[src/rtl/vga_timing_pkg.sv]
// rtl/vga_timing_pkg.sv - default 640x480@60 timing constants and sizing helpers
package vga_timing_pkg;

    localparam int DEF_H_ACTIVE = 640;
    localparam int DEF_H_FP     = 16;
    localparam int DEF_H_SYNC   = 96;
    localparam int DEF_H_BP     = 48;
    localparam int DEF_V_ACTIVE = 480;
    localparam int DEF_V_FP     = 10;
    localparam int DEF_V_SYNC   = 2;
    localparam int DEF_V_BP     = 33;

    function automatic int calc_total(input int active, input int fp, input int sync, input int bp);
        return active + fp + sync + bp;
    endfunction

    function automatic int cnt_width(input int total);
        return (total <= 2) ? 1 : $clog2(total);
    endfunction

endpackage

[src/rtl/sync_delay_line.sv]
// rtl/sync_delay_line.sv - enable-gated 3-bit shift register aligning syncs with the renderer
module sync_delay_line #(
    parameter int         PIPE    = 0,
    parameter logic [2:0] RST_VAL = 3'b000
) (
    input  logic       clk,
    input  logic       rst,
    input  logic       en,
    input  logic [2:0] din,
    output logic [2:0] dout
);

    if (PIPE == 0) begin : g_bypass
        logic unused_bypass;
        assign unused_bypass = &{1'b0, clk, rst, en};
        assign dout = din;
    end else begin : g_shift
        logic [2:0] stage_q [PIPE];
        logic [2:0] stage_d [PIPE];

        always_comb begin
            for (int i = 0; i < PIPE; i++) begin
                stage_d[i] = stage_q[i];
            end
            if (en) begin
                stage_d[0] = din;
                for (int i = 1; i < PIPE; i++) begin
                    stage_d[i] = stage_q[i-1];
                end
            end
        end

        always_ff @(posedge clk) begin
            for (int i = 0; i < PIPE; i++) begin
                stage_q[i] <= rst ? RST_VAL : stage_d[i];
            end
        end

        assign dout = stage_q[PIPE-1];
    end

endmodule

[src/rtl/vga_timing_gen.sv]
// rtl/vga_timing_gen.sv - parametrised VGA raster counters, strobes and pipeline-aligned syncs
module vga_timing_gen
    import vga_timing_pkg::*;
#(
    parameter int H_ACTIVE = DEF_H_ACTIVE,
    parameter int H_FP     = DEF_H_FP,
    parameter int H_SYNC   = DEF_H_SYNC,
    parameter int H_BP     = DEF_H_BP,
    parameter int V_ACTIVE = DEF_V_ACTIVE,
    parameter int V_FP     = DEF_V_FP,
    parameter int V_SYNC   = DEF_V_SYNC,
    parameter int V_BP     = DEF_V_BP,
    parameter bit HS_POL   = 1'b0,
    parameter bit VS_POL   = 1'b0,
    parameter int PIPE     = 0,
    parameter int FRAME_W  = 8,
    localparam int H_TOTAL = calc_total(H_ACTIVE, H_FP, H_SYNC, H_BP),
    localparam int V_TOTAL = calc_total(V_ACTIVE, V_FP, V_SYNC, V_BP),
    localparam int XW      = cnt_width(H_TOTAL),
    localparam int YW      = cnt_width(V_TOTAL)
) (
    input  logic               clk,
    input  logic               rst,
    input  logic               en,
    output logic [XW-1:0]      x,
    output logic [YW-1:0]      y,
    output logic               active,
    output logic               line_start,
    output logic               frame_start,
    output logic               hs,
    output logic               vs,
    output logic               de,
    output logic [FRAME_W-1:0] frame_count
);

    if (H_ACTIVE <= 0 || H_FP <= 0 || H_SYNC <= 0 || H_BP <= 0 ||
        V_ACTIVE <= 0 || V_FP <= 0 || V_SYNC <= 0 || V_BP <= 0 ||
        FRAME_W <= 0 || PIPE < 0 || PIPE > 7) begin : g_param_check
        $error("vga_timing_gen: illegal timing parameters");
    end

    localparam logic [XW-1:0] X_LAST   = XW'(H_TOTAL - 1);
    localparam logic [XW-1:0] X_ACT    = XW'(H_ACTIVE);
    localparam logic [XW-1:0] HS_START = XW'(H_ACTIVE + H_FP);
    localparam logic [XW-1:0] HS_END   = XW'(H_ACTIVE + H_FP + H_SYNC);
    localparam logic [YW-1:0] Y_LAST   = YW'(V_TOTAL - 1);
    localparam logic [YW-1:0] Y_ACT    = YW'(V_ACTIVE);
    localparam logic [YW-1:0] VS_START = YW'(V_ACTIVE + V_FP);
    localparam logic [YW-1:0] VS_END   = YW'(V_ACTIVE + V_FP + V_SYNC);

    logic [XW-1:0]      x_q, x_d;
    logic [YW-1:0]      y_q, y_d;
    logic [FRAME_W-1:0] frame_q, frame_d;
    logic               hs_lvl, vs_lvl;

    always_comb begin
        x_d     = x_q;
        y_d     = y_q;
        frame_d = frame_q;
        if (en) begin
            if (x_q == X_LAST) begin
                x_d = '0;
                if (y_q == Y_LAST) begin
                    y_d     = '0;
                    frame_d = frame_q + FRAME_W'(1);
                end else begin
                    y_d = y_q + YW'(1);
                end
            end else begin
                x_d = x_q + XW'(1);
            end
        end
    end

    always_ff @(posedge clk) begin
        if (rst) begin
            x_q     <= '0;
            y_q     <= '0;
            frame_q <= '0;
        end else begin
            x_q     <= x_d;
            y_q     <= y_d;
            frame_q <= frame_d;
        end
    end

    assign x           = x_q;
    assign y           = y_q;
    assign frame_count = frame_q;
    assign active      = (x_q < X_ACT) && (y_q < Y_ACT);
    assign line_start  = en && (x_q == '0);
    assign frame_start = en && (x_q == '0) && (y_q == '0);

    // Sync levels carry their polarity before the delay line so reset can preload them as inactive.
    assign hs_lvl = ((x_q >= HS_START) && (x_q < HS_END)) ? HS_POL : ~HS_POL;
    assign vs_lvl = ((y_q >= VS_START) && (y_q < VS_END)) ? VS_POL : ~VS_POL;

    sync_delay_line #(
        .PIPE    (PIPE),
        .RST_VAL ({~VS_POL, ~HS_POL, 1'b0})
    ) u_sync_delay (
        .clk  (clk),
        .rst  (rst),
        .en   (en),
        .din  ({vs_lvl, hs_lvl, active}),
        .dout ({vs, hs, de})
    );

endmodule

[config.mk]
export PLATFORM = sky130hd
export DESIGN_NAME = vga_timing_gen
export DESIGN_NICKNAME = d
export VERILOG_FILES = /design/src/rtl/vga_timing_pkg.sv /design/src/rtl/sync_delay_line.sv /design/src/rtl/vga_timing_gen.sv
export SDC_FILE = /design/constraint.sdc
export NUM_CORES = 1
export LEC_CHECK = 0
export BUFFER_PORTS_ARGS = -buffer_cell sky130_fd_sc_hd__buf_2
export CAP_MARGIN = 25
export CORE_MARGIN = 10
export CORE_UTILIZATION = 56
export DETAILED_ROUTE_END_ITERATION = 10
export PLACE_DENSITY_LB_ADDON = 0.3
export SLEW_MARGIN = 15
export SYNTH_ARGS = -nofsm -noshare
export SYNTH_HDL_FRONTEND = slang
export SYNTH_SLANG_ARGS = --single-unit
[constraint.sdc]
create_clock -name clk -period 3.9 [get_ports clk]
set_input_delay 0.195 -clock clk [delete_from_list [all_inputs] [get_ports clk]]
set_output_delay 0.195 -clock clk [all_outputs]
set_load 0.01 [all_outputs]
=== After elaboration in Yosys (flattened, before gate mapping) ===
Cells that the tools add are included.
Widths: inputs -> output; s select.

* Flip-flop bits (word level): 28
* Input bits: 3
* Output and inout port bits: 34
* Word-level logic and storage cells: 27

* $add $sub $neg: 3
* Order comparisons: 6
* Eq/ne operators: 2
* Mux-type cells: 4
* Reductions and logical operators: 9

{| class="wikitable"
|+ Operator list
! kind !! number
|-
| $add 10x1->10 const B || 2
|-
| $eq 10x10->1 const B || 2
|-
| $logic_not 10->1 || 2
|-
| $lt 10x10->1 const B || 2
|-
| $lt 10x9->1 const B || 2
|-
| $mux 10 || 2
|-
| $ge 10x10->1 const B || 1
|-
| $ge 10x9->1 const B || 1
|-
| $add 8x1->8 const B || 1
|-
| $logic_and 1x1->1 || 5
|-
| $reduce_and 3->1 || 1
|-
| $mux 1 || 2
|-
| $reduce_and 2->1 || 1
|}

=== Longest topological paths before layout ===
Gate-level depths: netlist of the first run.

* Word-level depth: 3
* Mapped depth: 7
* Mapped depth without buffers: 6

=== Hierarchy ===
Synthesis of the first run repeated with hierarchy kept, for this count alone.

* Cell total of the unflattened synthesis: 180
* Area, all modules: 1503.9 um2

{| class="wikitable"
|+ By module, submodules not included
! module !! instances !! cells each !! area an instance (um2) !! sequential area each (um2)
|-
| vga_timing_gen || 1 || 177 || 1481.4 || 560.5
|-
| sync_delay_line || 1 || 3 || 22.5 || 0.0
|}

=== Worst setup path before layout of the first run ===
OpenSTA, ideal clock, no wires.

* Path kind: register to register
* Start: register x_q[0] (netlist: x[0])
* End: register frame_q[2] (netlist: frame_count[2])
* Setup time: 71 ps
* Arrival time: 2107 ps
* Data required time: 3829 ps
* Slack: 1722 ps
* Stages on the path, launching flop included: 7
* Buffers on the path: 1
* Period minus slack after synthesis: 2178 ps
* Cell sequence: dfxtp_1 -> ha_1 -> nand4_1 -> or4_4 -> buf_6 -> or4_1 -> a21oi_1

* Cells in the longest elaborated chain, start to end: 2

{| class="wikitable"
|+ Ends and longest elaborated chain
! what !! RTL line !! RTL
|-
| from (decl) || vga_timing_gen.sv:51 || <nowiki>logic [XW-1:0] x_q, x_d;</nowiki>
|-
| from (signal assigned) || vga_timing_gen.sv:77 || <nowiki>x_q <= '0;</nowiki>
|-
| from (signal assigned) || vga_timing_gen.sv:81 || <nowiki>x_q <= x_d;</nowiki>
|-
| $eq 10x10->1 || vga_timing_gen.sv:61 || <nowiki>if (x_q == X_LAST) begin</nowiki>
|-
| $reduce_and 3->1 (no source line) || -- ||
|-
| to (signal assigned) || vga_timing_gen.sv:83 || <nowiki>frame_q <= frame_d;</nowiki>
|-
| to (decl) || vga_timing_gen.sv:53 || <nowiki>logic [FRAME_W-1:0] frame_q, frame_d;</nowiki>
|}

Every way passes these cells.
A chain may end at the register's enable or synchronous reset.

=== Final worst setup path of the first run ===
* Start: register x_q[0] (netlist: x[0])
* End: register frame_q[6] (netlist: frame_count[6])

The elaborated chain is that of the path after synthesis.

==> qor.yml, run 1 <==
sta:
  min_period_over_period_pct: 59.8
  fmax_mhz: 428
  rsz0062_at_grt: "false"
  period_needed_ns: 2.33
  finalSetupViolCount: 0
  tns_ns: 0
  clock_skew_ns: 0.00762
  slew_headroom_pct: 66.7
  worst_pin_slew_ns: 0.494
  finalHoldViolations: 0
  drv_slew: 0
placed_design:
  place_hpwl_um: 2680
  place_congestion: 0.813
  place_inst: 234
  place.port_buffers: 36
flow_run:
  maxCapViolations: 0
cells_and_area:
  drive_gt1_share_pct: 21.6
  nFillCells: 246
  multi_input_area_um2: 847
  seq_area_um2: 561
  stdcell_count: 238
  diodes: 0
  fin_nets: 217
  area_delta_synth_final_pct: 13.1
synth:
  synth_warnings: 0
  synthTopCellsByCount: "28 x dfxtp_1, 21 x nor2_1, 13 x a21oi_1, 13 x nand2_1, 10 x xnor2_1"
  yosys.area.top_type: "dfxtp_1"
  yosysUniqueCellTypes: 35
  async_flop_share_pct: 0
  synth_nets: 186
  synth_enable_flop_cells: 0
  post-synth-top-count-cell: "dfxtp_1"
  syn_avg_cell_area_um2: 8.36
  ys_seq_area_share_pct: 37.6
  ys_seq_elements: 28
  syn_inst: 178
  synth_ff_type: "dfxtp_1"
  netlist_area_mm2: 0.00149
  synth_top_cell_area_share_pct: 37.6
  synth.area.top_cells: "dfxtp_1 38%, xnor2_1 5.9%, nor2_1 5.3%"
floorplanning:
  core_area_mm2: 0.00250
  die_h_um: 71.6
  rows: 18
  die_w_um: 71.6
  initial_utilization_pct: 59.6
  dieArea_mm2: 0.00512
  io_pins: 37
setup_path:
  start_kind: "flip-flop"
  arrival_ns: 2.60
  path_class: "reg2reg"
  worstPathRequired_ns: 4.16
  critical_path.max_fanout: 23
  crit_chain: "ha_1, nand4_1, or4_4, or4_1, a21oi_1"
  end_kind: "flip-flop"
  cpPeakStageDelay_ns: 0.66
  slowest_stage: "or4_4"
cts:
  numCtsBuffers: 3
  cts_max_level: 1
  cts_root_buffer: "clkbuf_4"
  clockBufferDepth: 2
  clk_latency_ns: 0.32
  path_clk_slew_ns: 0.14
  numClockSinks: 28
  post_cts_buffers: 0
  cts_tree: "built"
  cts_resized: 0
  postCtsHoldBufs: 0
grt:
  grt_pass1_wl_um: 5950
  antenna_found_initial: 0
  grt.total_usage_pct: 13.5
  grt_max_degree: 24
  globalRoute.totalOverflow: 0
  grt_pass1_vias: 1340
routing:
  drt_iter0_markers: 78
  routedWlPerCell_um: 14.6
  ant_nets: 0
  routed_via_density: 5.79
  drt-total-wl_um: 3470
  num_vias: 1377
  dr.pass1.iters: 4
  drc: 0
power:
  ir_drop_uv: 259
  leakage_uw: 0.000641
  power_density_mw_per_mm2: 270
run_status:
  status: "finished clean"
hold_path:
  hp-class: "in2reg"
## worst paths after layout
kind	startpoint	endpoint	slack, ns	cells after the start
max	x[0]$_SDFFE_PP0P_	frame_count[6]$_SDFFE_PP0P_	1.57	5
min	rst	x[4]$_SDFFE_PP0P_	0.20	2
min reg2reg	frame_count[6]$_SDFFE_PP0P_	frame_count[6]$_SDFFE_PP0P_	0.52	2
max reg2reg	x[0]$_SDFFE_PP0P_	frame_count[6]$_SDFFE_PP0P_	1.57	5
## area by class of cell
cell class | count | share of cell area [%]
flip-flops and latches | 28 | 33.3
clock buffers | 4 | 2.15
multi-input cells | 134 | 50.3
repair buffers | 36 | 10.7
inverters | 6 | 1.34
well taps | 30 | 2.23
## state kept, by name, indices dropped and copies added (netlist names)
name	count
x	10
y	10
frame_count	8
## critical path, delay by kind of cell (launching register included)
kind | cells | cell delay, ns
compound gates | 1 | 0.15
flops | 1 | 0.43
simple gates | 3 | 1.51
fa+ha+maj | 1 | 0.19
## cells by family after synthesis
kind of cell               after synthesis  share of synthesized area, %
buffers and inverters                   16                          5.46
xor gates and xnor gates                13                          7.65
adders and majority gates                5                          4.20
and+or+nand+nor                         85                          32.2
muxes                                    2                          1.43
DFF                                     28                          37.6
AOI/OAI and AO/OA                       29                          11.4
## report_power, final
group	switching, uW	total [uW]	internal [uW]
registers	2.94	291	288
clock network	80.7	138	57.1
logic	14.6	25.6	11.0
total	98.2	455	356
## metrics by stage
stage,hold WS [ns],power [uW],area (um^2),worst slack (ns),utilization (%)
2_1_floorplan,0.417,314,1490,1.72,-
3_3_place_gp,0.477,322,1650,1.70,65.9
3_5_place_dp,0.504,324,1650,1.61,65.9
4_1_cts,0.179,461,1680,1.58,67.4
5_1_grt,0.202,478,1680,1.40,67.4
6_report,0.196,455,1680,1.57,67.4
## metal layers
| metal | vias up | track usage (%) | routed length [um] |
|---|---|---|---|
| li1 | 700 | - | - |
| met2 | 19 | 24.1 | 1780 |
| met1 | 654 | 14.7 | 1470 |
| met5 | - | 0 | 0 |
| met3 | 4 | 3.86 | 195 |
| met4 | 0 | 5.16 | 27 |
## placed cells by master (no fill, tap or decap), drive strengths merged, types with 5 or more instances in the layout
master  instances
o21ai           6
dfxtp          28
inv             6
o31ai           8
nand4           6
nor4            5
a21oi          13
or4             9
xnor2          10
buf            36
nand2          13
nor2           21
ha              5
nand3           8
No activity file was read; power rests on OpenSTA's default activity.
==> run 2, diff against run 1 <==
Settings changed: ABC_AREA from default to 1, CORE_UTILIZATION 56 to 49.
Clock period 3.9 ns to 2 ns, I/O delays scaled along.
==> run 2 against run 1 <==
Critical path depth up 2. Utilization down 8.8 points. Count of clock-buffer cells in the layout unchanged. Clock skew up 0.0010 ns. First-iteration DRC count up 67%. Synthesized cell count up 48%. Flip-flop and latch count unchanged. Final area up 16%. Critical endpoint is now frame_start.
==> qor.yml, run 2 <==
cells_and_area:
  fin_area_mm2: 0.00195
  final_cell_mix: "62 x nand2_1, 45 x nor2_1, 40 x inv_1"
  nFillCells: 347
  area_delta_synth_final_pct: 14.9
  seq_area_um2: 561
  fin_nets: 310
  diodes: 0
  multi_input_area_um2: 943
  layout_commonest_cell: "nand2_1"
  drive_gt1_share_pct: 18.9
routing:
  ant_nets: 0
  routed_via_density: 4.88
  num_vias: 1695
  dr.pass1.iters: 4
  drc: 0
  routedWlPerCell_um: 11.5
  drt-total-wl_um: 3980
  drt_iter0_markers: 130
sta:
  worst_pin_slew_ns: 0.455
  min_period_over_period_pct: 87.5
  slew_headroom_pct: 69.4
  rsz0062_at_grt: "false"
  whs_ns: 0.103
  clock_skew_ns: 0.00863
  finalHoldViolations: 0
  finalSetupViolCount: 0
  fmax_mhz: 572
  tns_ns: 0
  drv_slew: 0
  period_needed_ns: 1.75
floorplanning:
  initial_utilization_pct: 50.9
  die_w_um: 78.9
  io_pins: 37
  rows: 21
  dieArea_mm2: 0.00622
  core_area_mm2: 0.00334
  die_h_um: 78.9
grt:
  grt_pass1_wl_um: 6910
  globalRoute.totalOverflow: 0
  grt_pass1_vias: 1598
  gr-max-usage-layer: "met2"
  grt_max_degree: 16
  grt_use_met1_pct: 16.0
  antenna_found_initial: 0
  grt.met2_usage_pct: 21.4
  grtUsageMet3_pct: 3.72
  grt.total_usage_pct: 13.1
synth:
  yosys.area.top_type: "dfxtp_1"
  post-synth-top-count-cell: "nand2_1"
  ys_seq_elements: 28
  syn_inst: 263
  yosysUniqueCellTypes: 27
  synthTopCellsByCount: "62 x nand2_1, 45 x nor2_1, 40 x inv_1"
  synth_nets: 271
  synth_warnings: 0
  synth_top_cell_area_share_pct: 33.0
  synth_ff_type: "dfxtp_1"
  netlist_area_mm2: 0.00170
  ys_seq_area_share_pct: 33.0
  synth_enable_flop_cells: 0
  synth.area.top_cells: "dfxtp_1 33%, nand2_1 14%, nor2_1 9.9%"
  async_flop_share_pct: 0
  syn_avg_cell_area_um2: 6.46
cts:
  cts_tree: "built"
  numClockSinks: 28
  numCtsBuffers: 3
  path_clk_slew_ns: 0.15
  clockBufferDepth: 2
  cts_root_buffer: "clkbuf_4"
  cts_max_level: 1
  clk_latency_ns: 0.33
power:
  power_density_mw_per_mm2: 462
  total_power_uw: 902
  leakage_uw: 0.000939
  ir_drop_uv: 270
setup_path:
  worstPathRequired_ns: 1.90
  end_kind: "primary output"
  critical_path.max_fanout: 6
  r2r_start: "x[1]$_SDFFE_PP0P_"
  start_kind: "flip-flop"
  arrival_ns: 1.65
  startpoint: "y[0]$_SDFFE_PP0P_"
  path_class: "reg2out"
placed_design:
  place_hpwl_um: 3160
  place.port_buffers: 36
  place_congestion: 0.850
  placement.cell_area_mm2: 0.00191
flow_run:
  maxCapViolations: 0
hold_path:
  hp-class: "in2reg"
  hold_start: "en"
run_status:
  status: "finished clean"
## run 2: area by class of cell
| cell class | instances | share of cell area [%] |
|---|---|---|
| multi-input combinational | 188 | 48.3 |
| inverter | 44 | 8.46 |
| timing repair buffer | 37 | 9.74 |
| sequential | 28 | 28.7 |
| tap | 46 | 2.95 |
| clock buffer | 4 | 1.86 |
## run 2: report_power, final
part	total (uW)	switching, uW	internal, uW
Clock	279	168	112
Sequential	566	3.97	562
Combinational	56.3	36.0	20.4
Total	902	208	694
## run 2: cells by family after synthesis
group,after synthesis,share of synthesized area [%]
AND/OR/NAND/NOR,159,43.8
buffers and inverters,47,11.5
flip-flops,28,33.0
AO/OA/AOI/OAI,21,6.48
adder cells (fa/ha/maj),5,3.68
XOR/XNOR,3,1.55
## run 2: path summary, 6_finish.rpt
path | to | slack, ns | depth (start not counted)
worst max register to register | x[5]$_SDFFE_PP0P_ | 0.41 | 8
worst max-delay path | frame_start | 0.25 | 7
worst min-delay path | x[0]$_SDFFE_PP0P_ | 0.10 | 4
worst min register to register | frame_count[2]$_SDFFE_PP0P_ | 0.48 | 2
## run 2: per-layer routing
layer  part of all wire (%)  vias to the layer above
met4                    1.2                        0
li1                       -                      903
met5                      0                        -
met2                     46                       37
met1                     47                      749
met3                    5.6                        6
## run 2: timing repair
| action | CTS | global route |
|---|---|---|
| hold buffers | 1 | 0 |
| gates resized for setup | 0 | 0 |
| buffers inserted | 0 | 0 |
| endpoints found under the hold margin | 3 | 0 |
## run 2: worst max-delay path, cell delays in order (launching register included)
cell	delay (ns)
dfxtp_1	0.38
inv_1	0.10
ha_1	0.19
inv_1	0.06
nor3_1	0.15
nand4_1	0.13
nor3_1	0.14
buf_2	0.16
## run 2: metrics by stage
stage | util, % | cells | setup WS (ns)
final | 58.5 | 347 | 0.251
after global placement | 57.1 | 342 | 0.467
after CTS | 58.5 | 347 | 0.226
after floorplan | - | 263 | 0.585
after detailed placement | 57.1 | 342 | 0.430
after global routing | 58.5 | 347 | 0.133
==> run 3, diff against run 2 <==
Settings changed: PLACE_DENSITY from default to 0.8, PLACE_DENSITY_LB_ADDON 0.3 to default, SYNTH_HIERARCHICAL from default to 1.
==> run 3 against run 2 <==
Highest routed layer unchanged. Die area is 0.66% higher. Final area up 0.83%. Non-clock buffer count stayed put. First-iteration DRC count is 6.9% lower. Total power increased by 11%.
==> qor.yml, run 3 <==
setup_path:
  critical_path_buf_inv_count: 2
  path_class: "reg2out"
  crit_chain: "inv_1, nor3_1, nand4_1, buf_2"
  arrival_ns: 1.68
  critical_path.max_fanout: 6
  path_delay_family: "simple AND/OR/NAND/NOR gates"
  start_kind: "flip-flop"
  cpPeakStageDelay_ns: 0.45
  slowest_stage: "nor3_1"
  worstPathRequired_ns: 1.90
  end_kind: "primary output"
routing:
  ant_nets: 0
  drt_iter0_markers: 121
  routedWlPerCell_um: 11.7
  drt-total-wl_um: 4060
  routed_via_density: 4.92
  dr.pass1.iters: 6
  num_vias: 1706
  drc: 0
cells_and_area:
  diodes: 0
  nFillCells: 349
  seq_area_um2: 561
  fin_nets: 310
  area_delta_synth_final_pct: 14.9
  final_cell_mix: "62 x nand2_1, 45 x nor2_1, 40 x inv_1"
  fin_area_mm2: 0.00197
  multi_input_area_um2: 943
  layout_commonest_cell: "nand2_1"
  drive_gt1_share_pct: 18.9
run_status:
  status: "finished clean"
sta:
  slew_headroom_pct: 67.2
  rsz0062_at_grt: "false"
  drv_slew: 0
  clock_skew_ns: 0.0161
  finalHoldViolations: 0
  period_needed_ns: 1.78
  min_period_over_period_pct: 88.9
  finalSetupViolCount: 0
  tns_ns: 0
  worst_pin_slew_ns: 0.488
  fmax_mhz: 563
synth:
  syn_inst: 265
  ys_seq_area_share_pct: 32.7
  synth_top_cell_area_share_pct: 32.7
  synth_warnings: 6
  synth_ff_type: "dfxtp_1"
  synth_enable_flop_cells: 0
  syn_avg_cell_area_um2: 6.47
  post-synth-top-count-cell: "nand2_1"
  async_flop_share_pct: 0
  synth.area.top_cells: "dfxtp_1 33%, nand2_1 14%, nor2_1 9.9%"
  yosysUniqueCellTypes: 27
  netlist_area_mm2: 0.00171
  ys_seq_elements: 28
  yosys.area.top_type: "dfxtp_1"
  synthTopCellsByCount: "62 x nand2_1, 45 x nor2_1, 40 x inv_1"
  synth_nets: 273
power:
  ir_drop_uv: 365
  total_power_uw: 1000
  power_density_mw_per_mm2: 510
  leakage_uw: 0.000946
floorplanning:
  rows: 21
  initial_utilization_pct: 51.0
  die_h_um: 79.1
  die_w_um: 79.1
  dieArea_mm2: 0.00626
  io_pins: 37
  core_area_mm2: 0.00336
grt:
  antenna_found_initial: 0
  globalRoute.totalOverflow: 0
  grt_max_degree: 17
  grt.total_usage_pct: 13.2
  grt_pass1_wl_um: 7120
  grt_pass1_vias: 1627
cts:
  numCtsBuffers: 3
  path_clk_slew_ns: 0.16
  clk_latency_ns: 0.35
  cts_max_level: 1
  cts_root_buffer: "clkbuf_4"
  clockBufferDepth: 2
  numClockSinks: 28
  cts_tree: "built"
flow_run:
  maxCapViolations: 0
placed_design:
  placement.cell_area_mm2: 0.00191
  place_hpwl_um: 3260
  place.port_buffers: 36
  place_congestion: 0.875
hold_path:
  hp-class: "in2reg"
[run 3: changes by cell type after synthesis, sizes merged]
cell,previous run,this run
buf,3,5
[run 3: final timing paths]
kind	from	to	slack, ns	cells after the start
hold reg to reg	frame_count[2]$_SDFFE_PP0P_	frame_count[2]$_SDFFE_PP0P_	0.50	2
setup / recovery	y[5]$_SDFFE_PP0P_	vs	0.22	4
setup reg to reg	x[0]$_SDFFE_PP0P_	x[7]$_SDFFE_PP0P_	0.39	8
hold / removal	en	x[2]$_SDFFE_PP0P_	0.1	5
[run 3: cell families after synthesis]
family                     share of synthesized area, %
buffers and inverters                              12.3
AOI/OAI and AO/OA                                  6.42
adders and majority gates                          3.65
DFF                                                32.7
xor gates and xnor gates                           1.53
and+or+nand+nor                                    43.4
[run 3: power by group]
| part | leakage [uW] | internal [uW] | switching [uW] |
|---|---|---|---|
| Clock | 0.0000279 | 203 | 178 |
| Sequential | 0.000226 | 562 | 3.81 |
| Combinational | 0.000692 | 20.6 | 36.7 |
[run 3: cell type report]
| class | instances | area share, % |
|---|---|---|
| clock buffer | 3 | 1.14 |
| multi-input combinational | 188 | 47.9 |
| timing repair buffer | 37 | 9.66 |
| sequential | 28 | 28.5 |
| clock inverter | 1 | 1.52 |
| tap | 46 | 2.92 |
| inverter | 44 | 8.39 |
[run 3: per-stage QoR]
stage | hold slack, ns | utilization, % | cells | setup slack [ns]
4_1_cts | 0.0999 | 58.6 | 347 | 0.199
6_report | 0.0976 | 58.6 | 347 | 0.223
5_1_grt | 0.131 | 58.6 | 347 | 0.0136
2_1_floorplan | 0.169 | - | 265 | 0.585
3_5_place_dp | 0.346 | 56.7 | 342 | 0.432
3_3_place_gp | 0.345 | 56.7 | 342 | 0.513
[run 3: what timing repair did]
action | in CTS | in global routing
hold buffers | 1 | 0
setup buffers | 0 | 0
endpoints found under the hold margin | 4 | 0
resized for setup | 0 | 0
[run 3: worst reg2reg max path: stages, from the launching register on]
cell and delay, ns:
dfxtp_1 0.40, ha_1 0.23, nand2_1 0.09, nor2_2 0.12
nand3_4 0.15, nand2_1 0.24, inv_1 0.12, o21ai_0 0.10
a21oi_1 0.07
[run 3: per-layer routing]
metal / global-route usage [%] / part of all wire, %
met5: 0 / 0
met1: 16.8 / 47
met3: 3.72 / 6.7
met2: 20.8 / 44
met4: 4.66 / 1.6
